===== config.mk =====
export PLATFORM = sky130hd
export DESIGN_NAME = store_align_unit
export DESIGN_NICKNAME = d
export VERILOG_FILES = /design/src/rtl/store_align_unit.sv
export SDC_FILE = /design/constraint.sdc
export NUM_CORES = 1
export LEC_CHECK = 0
export CORE_MARGIN = 2
export CORE_UTILIZATION = 48
export DETAILED_ROUTE_END_ITERATION = 16
export PLACE_DENSITY = 0.9
export SETUP_SLACK_MARGIN = 0.02
export SYNTH_ARGS = -nofsm -noshare
export SYNTH_HDL_FRONTEND = slang
export SYNTH_SLANG_ARGS = --single-unit
export TNS_END_PERCENT = 1

===== constraint.sdc =====
create_clock -name clk -period 4 [get_ports clk]
set_input_delay 1 -clock clk [delete_from_list [all_inputs] [get_ports clk]]
set_output_delay 1 -clock clk [all_outputs]
set_load 0.01 [all_outputs]

===== src/rtl/store_align_unit.sv =====
// Store path: aligns a 32-bit register value into byte lanes of a word-addressed
// memory write, with byte enables, a req/ack handshake and a bounded wait.
module store_align_unit #(
  parameter int TIMEOUT = 16
) (
  input  logic        clk,
  input  logic        reset,
  input  logic        st_valid,
  output logic        st_ready,
  input  logic [1:0]  st_size,
  input  logic [31:0] st_addr,
  input  logic [31:0] st_data,
  output logic        mem_req,
  output logic [31:0] mem_addr,
  output logic [31:0] mem_wdata,
  output logic [3:0]  mem_be,
  input  logic        mem_ack,
  output logic        st_done,
  output logic        st_err,
  output logic [1:0]  err_cause
);

  typedef enum logic [1:0] {IDLE, REQ, RESP} state_t;

  localparam logic [7:0] WAIT_LAST = 8'(TIMEOUT - 1);

  state_t      state_reg;
  logic [7:0]  wait_cnt_reg;
  logic        mem_req_reg;
  logic [31:0] mem_addr_reg;
  logic [31:0] mem_wdata_reg;
  logic [3:0]  mem_be_reg;
  logic        st_done_reg;
  logic        st_err_reg;
  logic [1:0]  err_cause_reg;

  logic [7:0]  lane_byte [4];
  logic [31:0] wdata_next;
  logic [3:0]  be_next;
  logic        illegal_size;
  logic        misaligned;

  // Each lane picks its byte: bytes replicate everywhere, halves pair up, words pass through.
  genvar gi;
  generate
    for (gi = 0; gi < 4; gi++) begin : g_lane
      assign lane_byte[gi] = (st_size == 2'b00) ? st_data[7:0] :
                             (st_size == 2'b01) ? st_data[8*(gi%2) +: 8] :
                                                  st_data[8*gi +: 8];
    end
  endgenerate

  assign wdata_next = {lane_byte[3], lane_byte[2], lane_byte[1], lane_byte[0]};

  always_comb begin
    be_next = 4'b0000;
    case (st_size)
      2'b00:   be_next = 4'b0001 << st_addr[1:0];
      2'b01:   be_next = st_addr[1] ? 4'b1100 : 4'b0011;
      2'b10:   be_next = 4'b1111;
      default: be_next = 4'b0000;
    endcase
  end

  assign illegal_size = (st_size == 2'b11);
  assign misaligned   = ((st_size == 2'b01) && st_addr[0]) ||
                        ((st_size == 2'b10) && (st_addr[1:0] != 2'b00));

  assign st_ready  = (state_reg == IDLE) && !reset;
  assign mem_req   = mem_req_reg;
  assign mem_addr  = mem_addr_reg;
  assign mem_wdata = mem_wdata_reg;
  assign mem_be    = mem_be_reg;
  assign st_done   = st_done_reg;
  assign st_err    = st_err_reg;
  assign err_cause = err_cause_reg;

  always_ff @(posedge clk) begin
    if (reset) begin
      state_reg     <= IDLE;
      wait_cnt_reg  <= 8'd0;
      mem_req_reg   <= 1'b0;
      mem_addr_reg  <= 32'd0;
      mem_wdata_reg <= 32'd0;
      mem_be_reg    <= 4'b0000;
      st_done_reg   <= 1'b0;
      st_err_reg    <= 1'b0;
      err_cause_reg <= 2'b00;
    end else begin
      st_done_reg   <= 1'b0;
      st_err_reg    <= 1'b0;
      err_cause_reg <= 2'b00;
      case (state_reg)
        IDLE: begin
          if (st_valid) begin
            if (illegal_size || misaligned) begin
              // Rejected stores skip memory entirely; illegal size outranks misalignment.
              state_reg     <= RESP;
              st_err_reg    <= 1'b1;
              err_cause_reg <= illegal_size ? 2'b10 : 2'b01;
            end else begin
              state_reg     <= REQ;
              wait_cnt_reg  <= 8'd0;
              mem_req_reg   <= 1'b1;
              mem_addr_reg  <= {st_addr[31:2], 2'b00};
              mem_wdata_reg <= wdata_next;
              mem_be_reg    <= be_next;
            end
          end
        end
        REQ: begin
          if (mem_ack) begin
            state_reg   <= RESP;
            mem_req_reg <= 1'b0;
            mem_be_reg  <= 4'b0000;
            st_done_reg <= 1'b1;
          end else if (wait_cnt_reg == WAIT_LAST) begin
            state_reg     <= RESP;
            mem_req_reg   <= 1'b0;
            mem_be_reg    <= 4'b0000;
            st_err_reg    <= 1'b1;
            err_cause_reg <= 2'b11;
          end else begin
            wait_cnt_reg <= wait_cnt_reg + 8'd1;
          end
        end
        RESP:    state_reg <= IDLE;
        default: state_reg <= IDLE;
      endcase
    end
  end

endmodule


Yosys cells after proc, flatten, opt, wreduce, memory -nomap -nowiden
Index checks and enable logic that the tools add are counted.

operators by class
  add/subtract/negate cells = 1
  multiply operators = 0
  divide/modulo/power cells = 0
  order comparisons = 0
  equality and inequality tests = 10
  shifts and indexed selects = 1
  muxes and demuxes = 39
  bitwise gates (word level) = 2
  reductions and logical operators = 15

operators with widths
  cell                 count
  $mux 8               9
  $mux 4               5
  $mux 2               9
  $pmux 8 s2           1
  $pmux 4 s3           1
  $mux 1               9
  $add 8x1->8 const B  1
  $eq 8x4->1 const B   1
  $ne 2x2->1 const B   4
  $pmux 2 s2           2
  $pmux 4 s2           1
  $reduce_and 5->1     1
  $eq 2x1->1 const B   2
  $eq 2x2->1 const B   2
  $logic_not 2->1      2
  $pmux 1 s2           2
  $reduce_and 4->1     1
  $reduce_bool 2->1    2
  $shl 1x2->4 const A  1
  $logic_and 1x1->1    3
  $ne 3x3->1 const B   1
  $reduce_and 3->1     1
  $logic_or 1x1->1     2
  $not 1->1            2
  other kinds (3)      3

storage, ports and cells
  flip-flop bits (word level) = 81
  latch bits = 0
  RAM bits = 0
  bits in read-only memories = 0
  memories = 0

Depth between registers and ports, before layout
Gate-level depths: netlist of run 1.

  word-level depth = 7
  mapped depth = 7

Worst setup path after synthesis of run 1
No wires, ideal clock.

  path kind = input to output
  start point = input reset
  end point = output st_ready
  data arrival time = 1.306 ns
  slack = 1.694 ns
  stages on the path = 1
  buffers on the path = 0
  cells stage by stage = nor3_1

on the way
  longest elaborated chain between the ends = 2

ends and longest elaborated chain
  element             RTL line  source
  start: declaration  7         input logic reset,
  $logic_not 1->1     69        assign st_ready = (state_reg == IDLE) && !reset;
  $logic_and 1x1->1   69
  end: declaration    9         output logic st_ready,

Every way passes these cells.

Worst setup path in the final report of run 1
  start point = input st_size[1]
  end point = register mem_wdata_reg[0], in the netlist mem_wdata[0]

on the way
  longest elaborated chain between the ends = 6

ends and longest elaborated chain
  element                                          RTL line  source
  start: declaration                               10        input logic [1:0] st_size,
  $eq 2x1->1 / $eq 2x2->1 (equally long branches)  66, 67
  $logic_and 1x1->1 (on tied branches)             66, 67
  $logic_or 1x1->1                                 66        assign misaligned = ((st_size == 2'b01) && st_addr[0]) ||
  $logic_or 1x1->1 *                               96        if (illegal_size || misaligned) begin
  $not 1->1 (no line) *                            n/a
  $reduce_and 3->1 (no line) *                     n/a
  end signal: assignment                           106       mem_wdata_reg <= wdata_next;
  end: declaration                                 31        logic [31:0] mem_wdata_reg;

Mark *: on every way between the ends. The rest lies on a longest branch, timed or not.
A chain may end at the register's enable or synchronous reset.

==> impl_metrics.yaml, run 1 <==
run_status:
  status: "finished clean"
clock_network:
  cts_resized: 0
  cts-hold-fix-buffers: 0
  cts_num_sinks: 81
  clk_transition_reported_paths_ps: 80
  ctsHtreeMaxLevel: 3
  clockRootBuffer: "sky130_fd_sc_hd__clkbuf_8"
  cts-buffers-inserted: 9
  cts.repair_timing.setup_buffer_count: 0
  tritoncts: "yes"
  max-clock-path-buffers: 2
  clkLatencyLatePin_ps: 350
sta:
  fin_crit_ps: 2997
  setup-tns-final_ps: 0
  finalMaxSlewViolations: 0
  period_share_pct: 74.92
  rsz0062_at_grt: "false"
  slew_hr_pct: 47.17
  clock.fmax_mhz: 333.7
  worstMarginPinSlew_ps: 792.5
  finalClockSkew_ps: 11.13
  finalHoldViolCount: 0
  finalSetupViolCount: 0
final_layout:
  area_delta_synth_final_pct: 41.96
  largest_register_ffs: 32
  fraction_of_layout_instances_using_a_drive_strength_above_1_pct: 7.295
  final-seq-area_um2: 1622
  most_common_library_cell_in_the_layout_ignoring_fill_and_taps: "sky130_fd_sc_hd__clkdlybuf4s50_1"
  multi_input_comb_area_um2: 1909
  fillers: 631
  antennaDiodeCount: 0
  non_filler_cells_in_the_finished_layout: 664
  leading_cell_types_in_the_layout_fill_and_taps_excluded: "sky130_fd_sc_hd__clkdlybuf4s50_1 (140), sky130_fd_sc_hd__dfxtp_1 (81), sky130_fd_sc_hd__o21ai_0 (72)"
  num-nets-final: 629
worst_setup_path:
  timing.critical_path.buf_inv: 3
  regToRegStartpoint: "state_reg[1]$_SDFFE_PP0P_"
  criticalPathCategory: "input port to flip-flop"
  critical-path-slowest-cell: "sky130_fd_sc_hd__o22a_1"
  endpoint_kind: "flip-flop"
  r2r.worst_path.cells: 5
  reg2reg_setup_slack_ps: 2020
  crit_start: "st_size[1]"
  worst-path-max-fanout: 42
  crit_path_start_kind: "input port"
  critical_path.most_common_cell: "sky130_fd_sc_hd__buf_4"
  worst_ep_required_time_ps: 4270
  worstPathCellList: "clkdlybuf4s50_1 > buf_4 > o22a_1 > buf_4 > o21ai_0 > a21oi_1"
  critPathTopFamily: "buffers and inverters"
  critical_path.max_stage_delay_ps: 660
  r2r-end: "mem_wdata[0]$_SDFFE_PP0P_"
  critPathArrivalTime_ps: 3270
synthesis:
  yosys_warnings: 0
  postSynthAreaPerCell_um2: 8.521
  synth.cell_area_um2: 3775
  sequential_element_share_of_the_synthesized_area_pct: 42.96
  synthFlopType: "sky130_fd_sc_hd__dfxtp_1"
  synth_seq_cells: 81
  syn_inst: 443
  synth_edf_count: 0
  ys_async_sr_fraction_pct: 0
  synth.top_cells.by_area: "sky130_fd_sc_hd__dfxtp_1 (43%), sky130_fd_sc_hd__o21ai_0 (9.5%), sky130_fd_sc_hd__a21oi_1 (8.5%), sky130_fd_sc_hd__nand3_1 (6.6%), sky130_fd_sc_hd__mux2i_1 (5.3%)"
  synth_cell_types: 52
  synthDominantAreaCellType: "sky130_fd_sc_hd__dfxtp_1"
  synth_top_area_share_pct: 42.96
pwr:
  leakage_nw: 1.817
  worst_ir_drop_vdd_uv: 203.4
  cellPowerDensity_nw_per_um2: 361.5
die:
  design.die.area_um2: 8590
  initial_core_utilization_pct: 49.10
  row_count: 32
  fp.dieW_um: 92.68
  core-area_um2: 7687
  ios: 144
  dieHeight_um: 92.68
drt:
  detail_route.wl_per_cell_um: 16.86
  sum_of_routed_wire_segments_on_met1_um: 4301
  dr.pass1.iters: 5
  drt_wl_total_um: 11190
  maxUsedRoutingLayer: "met4"
  detailroute.wirelength.met2_um: 5544
  drt_iter0_markers: 228
  routed_via_count: 3860
  met3_wirelength_um: 1075
  drt.antenna.violating_nets: 0
  detail_route.vias_per_cell: 5.813
  drt_drc_violations_left: 0
worst_hold_path:
  hold_start: "mem_addr[11]$_SDFFE_PP0P_"
  hold_path_depth: 2
  hold_class: "flip-flop to flip-flop"
  min_delay_worst_endpoint: "mem_addr[11]$_SDFFE_PP0P_"
global_route:
  antenna_found_initial: 0
  grt_max_degree: 77
  grt.total_usage_pct: 25.97
  grt_first_pass_wirelength_um: 18000
  first_global_vias: 3820
  grt.overflow.total: 0
placed_design:
  io_buffers: 141
  numPlacedInstances: 649
  place.gp.congestion: 0.8703
  detailed_place_hpwl_um: 7663
run:
  drv_cap: 0
[tightest hold or removal path: stages, from the launching register on]
cell	delay [ps]
sky130_fd_sc_hd__dfxtp_1	310
sky130_fd_sc_hd__o21ai_0	60
sky130_fd_sc_hd__a21oi_1	60
[cell type report]
cell class / count / share of cell area, %
Sequential cell: 81 / 30.26
Multi-Input combinational cell: 311 / 35.63
Tap cell: 102 / 2.382
Inverter: 7 / 0.4903
Clock inverter: 4 / 0.9573
Clock buffer: 11 / 2.825
Timing Repair Buffer: 148 / 27.46
[synth_stat cells, drive strengths merged, types with 2 or more instances]
cell and n:
or3 2, mux2i 20, nor2 5, a311oi 9
nor2b 5, buf 22, nand2b 5, a211oi 10
o311ai 2, a31oi 2, nor3 4, nand3 50
inv 7, a21oi 65, nand2 24, o211ai 7
o22a 2, nor3b 3, and2 2, dfxtp 81
o21ai 72, a21o 2, clkbuf 23
[where the power goes]
part           internal [mW]  total [mW]  switching (mW)
logic                  0.213       0.430           0.217
clock network          0.321       0.621           0.300
registers              0.855       0.886          0.0312
total                   1.39        1.94           0.548
[worst max-delay path by stage]
stage | cells after the start | endpoint
after global routing | 6 | mem_addr[28]$_SDFFE_PP0P_
after CTS | 6 | mem_wdata[0]$_SDFFE_PP0P_
after floorplan | 1 | st_ready
after global placement | 6 | mem_addr[26]$_SDFFE_PP0P_
after detailed placement | 6 | mem_wdata[0]$_SDFFE_PP0P_
final | 6 | mem_wdata[0]$_SDFFE_PP0P_
[metal layers]
metal,vias to the layer above,GRT usage [%]
li1,1848,-
met1,1820,29.98
met2,170,43.67
met3,22,9.927
met4,0,9.804
met5,-,0
[through the flow]
step           cell area [µm²]  hold slack [ps]  setup slack, ps  power [mW]  util (%)
2_1_floorplan             3779            472.4             1694       1.120         -
3_3_place_gp              5156            459.6            803.6       1.320     67.07
3_5_place_dp              5156            466.0            665.8       1.332     67.07
4_1_cts                   5359            479.6             1023       1.939     69.71
5_1_grt                   5359            502.6            855.5       2.017     69.71
6_report                  5359            479.8             1003       1.937     69.71
[cell families (layout without fill, tap and decap cells)]
| kind of cell | Yosys count | in the layout | synth area share [%] |
|---|---|---|---|
| AOI/OAI and AO/OA | 181 | 181 | 29.27 |
| and+or+nand+nor | 107 | 107 | 15.45 |
| DFF | 81 | 81 | 42.96 |
| buffers and inverters | 52 | 170 | 6.596 |
| muxes | 20 | 20 | 5.303 |
| adders and majority gates | 1 | 1 | 0.3314 |
| other | 1 | 2 | 0.09934 |
Note: power is estimated with default switching activity, not from simulation.
==> run 2, diff against run 1 <==
--- a/config.mk
+++ b/config.mk
@@ -6,9 +6,9 @@
 export NUM_CORES = 1
 export LEC_CHECK = 0
 export CORE_MARGIN = 2
-export CORE_UTILIZATION = 48
+export CORE_UTILIZATION = 44
 export DETAILED_ROUTE_END_ITERATION = 16
-export PLACE_DENSITY = 0.9
+export PLACE_DENSITY = 0.84
 export SETUP_SLACK_MARGIN = 0.02
 export SYNTH_ARGS = -nofsm -noshare
 export SYNTH_HDL_FRONTEND = slang
==> constraint.sdc (replaced) <==
create_clock -name clk -period 2.9 [get_ports clk]
set_input_delay 0.725 -clock clk [delete_from_list [all_inputs] [get_ports clk]]
set_output_delay 0.725 -clock clk [all_outputs]
set_load 0.01 [all_outputs]
==> impl_metrics.yaml, run 2 (synthesis results as in run 1) <==
run_status:
  status: "finished clean"
drt:
  drt.antenna.violating_nets: 0
  detail_route.wl_per_cell_um: 16.65
  routed_via_count: 3863
  detail_route.vias_per_cell: 5.723
  drt_wl_total_um: 11240
  drt_drc_violations_left: 0
  dr.pass1.iters: 4
  drt_iter0_markers: 175
sta:
  worstMarginPinSlew_ps: 590.7
  period_share_pct: 85.58
  finalSetupViolCount: 0
  slew_hr_pct: 60.45
  fin_crit_ps: 2482
  finalClockSkew_ps: 7.581
  clock.fmax_mhz: 402.9
  rsz0062_at_grt: "false"
  finalHoldViolCount: 0
  setup-tns-final_ps: 0
  worst_slack_setup_final_ps: 418.2
  finalMaxSlewViolations: 0
worst_setup_path:
  endpoint_kind: "output pin"
  worst-path-max-fanout: 11
  crit_start: "state_reg[1]$_SDFFE_PP0P_"
  critical_path.max_stage_delay_ps: 600
  worstPathCellList: "nor3_1 > clkdlybuf4s50_1"
  critPathArrivalTime_ps: 1760
  crit_path_start_kind: "flip-flop"
  criticalPathCategory: "flip-flop to output pin"
  worst_ep_required_time_ps: 2170
  r2r.worst_path.cells: 5
  critical-path-slowest-cell: "sky130_fd_sc_hd__clkdlybuf4s50_1"
  reg2reg_setup_slack_ps: 1080
  endpoint: "st_ready"
  r2r-end: "mem_be[1]$_SDFFE_PP0P_"
  regToRegStartpoint: "wait_cnt_reg[0]$_SDFFE_PP0P_"
final_layout:
  most_common_library_cell_in_the_layout_ignoring_fill_and_taps: "sky130_fd_sc_hd__clkdlybuf4s50_1"
  largest_register_ffs: 32
  antennaDiodeCount: 0
  num-nets-final: 636
  leading_cell_types_in_the_layout_fill_and_taps_excluded: "sky130_fd_sc_hd__clkdlybuf4s50_1 (140), sky130_fd_sc_hd__dfxtp_1 (81), sky130_fd_sc_hd__o21ai_0 (72)"
  area_delta_synth_final_pct: 43.42
  fraction_of_layout_instances_using_a_drive_strength_above_1_pct: 8.596
clock_network:
  clkLatencyLatePin_ps: 360
  ctsHtreeMaxLevel: 3
  tritoncts: "yes"
  cts_num_sinks: 81
  clk_transition_reported_paths_ps: 80
  cts-hold-fix-buffers: 0
  max-clock-path-buffers: 2
  cts_resized: 0
  cts.repair_timing.setup_buffer_count: 0
  cts-buffers-inserted: 9
  clockRootBuffer: "sky130_fd_sc_hd__clkbuf_8"
pwr:
  worst_ir_drop_vdd_uv: 295.9
  p_total_mw: 2.666
  leakage_nw: 1.838
  cellPowerDensity_nw_per_um2: 492.4
placed_design:
  detailed_place_hpwl_um: 7942
  place.gp.congestion: 0.8436
  detailedPlace.worstSlack_ps: 306.1
  io_buffers: 141
die:
  design.die.area_um2: 9336
  row_count: 33
  initial_core_utilization_pct: 45.71
  ios: 144
  fp.dieW_um: 96.63
  core-area_um2: 8258
  dieHeight_um: 96.63
worst_hold_path:
  hold_class: "flip-flop to flip-flop"
global_route:
  grt.overflow.total: 0
  grt.total_usage_pct: 23.37
  antenna_found_initial: 0
  grt_first_pass_wirelength_um: 18150
  first_global_vias: 3675
  grt_max_degree: 64
run:
  drv_cap: 0
## run 2: cell count changes in the layout (fill, tap and decap cells not counted), sizes merged
cell / delta
inv: +1
clkinv: -1
clkinvlp: +3
buf: +7
clkbuf: -2
## run 2: worst max-delay path: cells and delay by family, from the launching register on
family / cells / cell delay (ps)
and+or+nand+nor: 1 / 350
DFF: 1 / 460
buffers and inverters: 1 / 600
## run 2: worst min path at each step
stage                                             from                           end  slack (ps)  cells after the start
final                        mem_addr[19]$_SDFFE_PP0P_     mem_addr[19]$_SDFFE_PP0P_         480                      2
after global routing            mem_be[1]$_SDFFE_PP0P_        mem_be[1]$_SDFFE_PP0P_         490                      2
after global placement       mem_addr[25]$_SDFFE_PP0P_     mem_addr[25]$_SDFFE_PP0P_         460                      2
after floorplan           wait_cnt_reg[6]$_SDFFE_PP0P_  wait_cnt_reg[6]$_SDFFE_PP0P_         470                      1
after detailed placement     mem_addr[23]$_SDFFE_PP0P_     mem_addr[23]$_SDFFE_PP0P_         470                      2
after CTS                    mem_addr[19]$_SDFFE_PP0P_     mem_addr[19]$_SDFFE_PP0P_         480                      2
## run 2: area by class of cell
| class | instances | area [µm²] |
|---|---|---|
| Tap cell | 105 | 131.4 |
| Sequential cell | 81 | 1622 |
| Inverter | 7 | 26.28 |
| Clock buffer | 9 | 123.9 |
| Timing Repair Buffer | 155 | 1524 |
| Clock inverter | 7 | 77.57 |
| Multi-Input combinational cell | 311 | 1909 |
| Fill cell | 709 | 2844 |
## run 2: per-layer routing
metal | routed length (µm) | vias up | global-route usage [%]
met5 | 0 | - | 0
met4 | 174 | 0 | 7.042
met3 | 996 | 14 | 8.092
met2 | 5522 | 175 | 39.48
met1 | 4545 | 1810 | 28.03
li1 | - | 1864 | -
## run 2: power by group
part	total (mW)	switching [mW]	internal [mW]	leakage [nW]
combinational	0.602	0.299	0.303	1.09
clock	0.841	0.438	0.403	0.0885
sequential	1.22	0.0434	1.18	0.661
total	2.67	0.780	1.89	1.84
## run 2: per-stage QoR
stage	instances	instance area, µm²	util [%]	hold WS [ps]
detailed placement	659	5213	63.12	467.5
finish	675	5414	65.56	480.9
global placement	659	5213	63.12	460.2
global route	675	5414	65.56	491.9
floorplan	444	3779	-	472.4
CTS	675	5414	65.56	479.9
==> run 3, diff against run 2 <==
--- a/config.mk
+++ b/config.mk
@@ -6,9 +6,11 @@
 export NUM_CORES = 1
 export LEC_CHECK = 0
 export CORE_MARGIN = 2
-export CORE_UTILIZATION = 44
+export CORE_UTILIZATION = 55
+export CTS_BUF_LIST = sky130_fd_sc_hd__clkbuf_8 sky130_fd_sc_hd__clkbuf_16
 export DETAILED_ROUTE_END_ITERATION = 16
-export PLACE_DENSITY = 0.84
+export DONT_BUFFER_PORTS = 1
+export PLACE_DENSITY = 0.74
 export SETUP_SLACK_MARGIN = 0.02
 export SYNTH_ARGS = -nofsm -noshare
 export SYNTH_HDL_FRONTEND = slang
==> impl_metrics.yaml, run 3 (synthesis results as in run 1) <==
run_status:
  status: "finished clean"
clock_network:
  cts-buffers-inserted: 9
  clk_transition_reported_paths_ps: 80
  tritoncts: "yes"
  cts_num_sinks: 81
  max-clock-path-buffers: 2
  cts-hold-fix-buffers: 0
  clkLatencyLatePin_ps: 350
  cts_resized: 0
  cts.repair_timing.setup_buffer_count: 0
  ctsHtreeMaxLevel: 3
  clockRootBuffer: "sky130_fd_sc_hd__clkbuf_8"
worst_hold_path:
  hold_path_depth: 1
  min_delay_worst_endpoint: "mem_addr[14]$_SDFFE_PP0P_"
  hold_class: "input port to flip-flop"
  hold_start: "reset"
placed_design:
  numPlacedInstances: 484
  place.gp.congestion: 0.8548
  detailed_place_hpwl_um: 6554
  postPlaceCellArea_um2: 3707
  io_buffers: 0
worst_setup_path:
  critical-path-slowest-cell: "sky130_fd_sc_hd__nor3_1"
  crit_path_start_kind: "flip-flop"
  worst_ep_required_time_ps: 2170
  critical_path.max_stage_delay_ps: 500
  r2r.worst_path.cells: 5
  endpoint_kind: "output pin"
  r2r-end: "mem_addr[20]$_SDFFE_PP0P_"
  regToRegStartpoint: "state_reg[1]$_SDFFE_PP0P_"
  reg2reg_setup_slack_ps: 1030
  worstPathCellList: "nor3_1"
  worst-path-max-fanout: 11
  critPathArrivalTime_ps: 1310
  critPathTopFamily: "simple AND/OR/NAND/NOR gates"
  criticalPathCategory: "flip-flop to output pin"
  timing.critical_path.buf_inv: 0
final_layout:
  largest_register_ffs: 32
  fraction_of_layout_instances_using_a_drive_strength_above_1_pct: 9.069
  post-route-cell-area_um2: 3948
  antennaDiodeCount: 0
  num-nets-final: 486
  most_common_library_cell_in_the_layout_ignoring_fill_and_taps: "sky130_fd_sc_hd__dfxtp_1"
  area_delta_synth_final_pct: 4.574
  leading_cell_types_in_the_layout_fill_and_taps_excluded: "sky130_fd_sc_hd__dfxtp_1 (81), sky130_fd_sc_hd__o21ai_0 (72), sky130_fd_sc_hd__a21oi_1 (64)"
  final_util_pct: 58.75
  non_filler_cells_in_the_finished_layout: 499
pwr:
  netSwitchingPower_mw: 0.6806
  p_sw_share_pct: 26.76
  leakage_nw: 1.305
  cellPowerDensity_nw_per_um2: 644.2
  p_total_mw: 2.543
  worst_ir_drop_vdd_uv: 302.7
  comb_power_share_pct: 11.2
  seq_power_share_pct: 49.7
  internal-power_mw: 1.862
  p_clk_share_pct: 39.0
sta:
  fin_crit_ps: 2035
  setup-tns-final_ps: 0
  rsz0062_at_grt: "false"
  finalMaxSlewViolations: 0
  period_share_pct: 70.18
  finalSetupViolCount: 0
  worstMarginPinSlew_ps: 603.8
  finalHoldViolCount: 0
  finalClockSkew_ps: 6.382
  clock.fmax_mhz: 491.4
  slew_hr_pct: 59.75
drt:
  drt_drc_violations_left: 0
  drt.antenna.violating_nets: 0
  detail_route.wl_per_cell_um: 19.56
  drt_wl_total_um: 9758
  detail_route.vias_per_cell: 6.527
  dr.pass1.iters: 5
  drt_iter0_markers: 143
  routed_via_count: 3257
die:
  dieHeight_um: 86.85
  core-area_um2: 6719
  initial_core_utilization_pct: 56.18
  design.die.area_um2: 7542
  row_count: 30
  fp.dieW_um: 86.85
  ios: 144
global_route:
  antenna_found_initial: 0
  grt_max_degree: 78
  grt_first_pass_wirelength_um: 15040
  first_global_vias: 3006
  grt.overflow.total: 0
  grt.total_usage_pct: 25.36
run:
  drv_cap: 0
run 3: cell types whose count changed in the layout (fill, tap and decap cells not counted):
cell	previous run	this run
sky130_fd_sc_hd__buf_2	1	0
sky130_fd_sc_hd__buf_4	13	4
sky130_fd_sc_hd__bufinv_16	1	3
sky130_fd_sc_hd__clkdlybuf4s50_1	140	0
sky130_fd_sc_hd__clkinv_4	0	2
sky130_fd_sc_hd__clkinvlp_4	4	0
sky130_fd_sc_hd__inv_6	2	1
run 3: power groups by stage:
stage          sequential [mW]  combinational [mW]  clock (mW)
6_report                  1.26               0.286       0.993
5_1_grt                   1.27               0.320        1.06
4_1_cts                   1.27               0.287        1.01
3_5_place_dp              1.29               0.287           0
3_3_place_gp              1.29               0.277           0
2_1_floorplan             1.27               0.279           0
run 3: worst max path at each step:
stage,startpoint,end,slack [ps],cells past startpoint
CTS,state_reg[1]$_SDFFE_PP0P_,st_ready,850,1
global placement,st_addr[1],mem_wdata[11]$_SDFFE_PP0P_,800,5
finish,state_reg[1]$_SDFFE_PP0P_,st_ready,860,1
detailed placement,st_addr[1],mem_wdata[9]$_SDFFE_PP0P_,720,5
floorplan,st_addr[0],mem_addr[13]$_SDFFE_PP0P_,920,7
global route,state_reg[0]$_SDFFE_PP0P_,st_ready,780,1
run 3: per-stage QoR:
stage                     hold WS, ps  setup slack (ps)
after floorplan                 472.4             915.8
after detailed placement        505.6             724.5
after CTS                       418.3             846.2
final                           433.5             864.9
after global routing            418.2             783.8
after global placement          488.2             804.2
run 3: layer usage:
layer	vias up	track usage (%)	share of wire, %
li1	1561	-	-
met1	1549	32.11	41
met2	136	39.49	48
met3	11	11.33	10
met4	0	6.392	1.3
met5	-	0	0
run 3: cell type report:
cell class / instances / area, µm²
multi-input cells: 311 / 1909
fillers: 629 / 2771
well taps: 80 / 100.1
repair buffers: 5 / 50.05
inverters: 7 / 26.28
clock inverters: 6 / 116.4
flip-flops and latches: 81 / 1622
clock buffers: 9 / 123.9
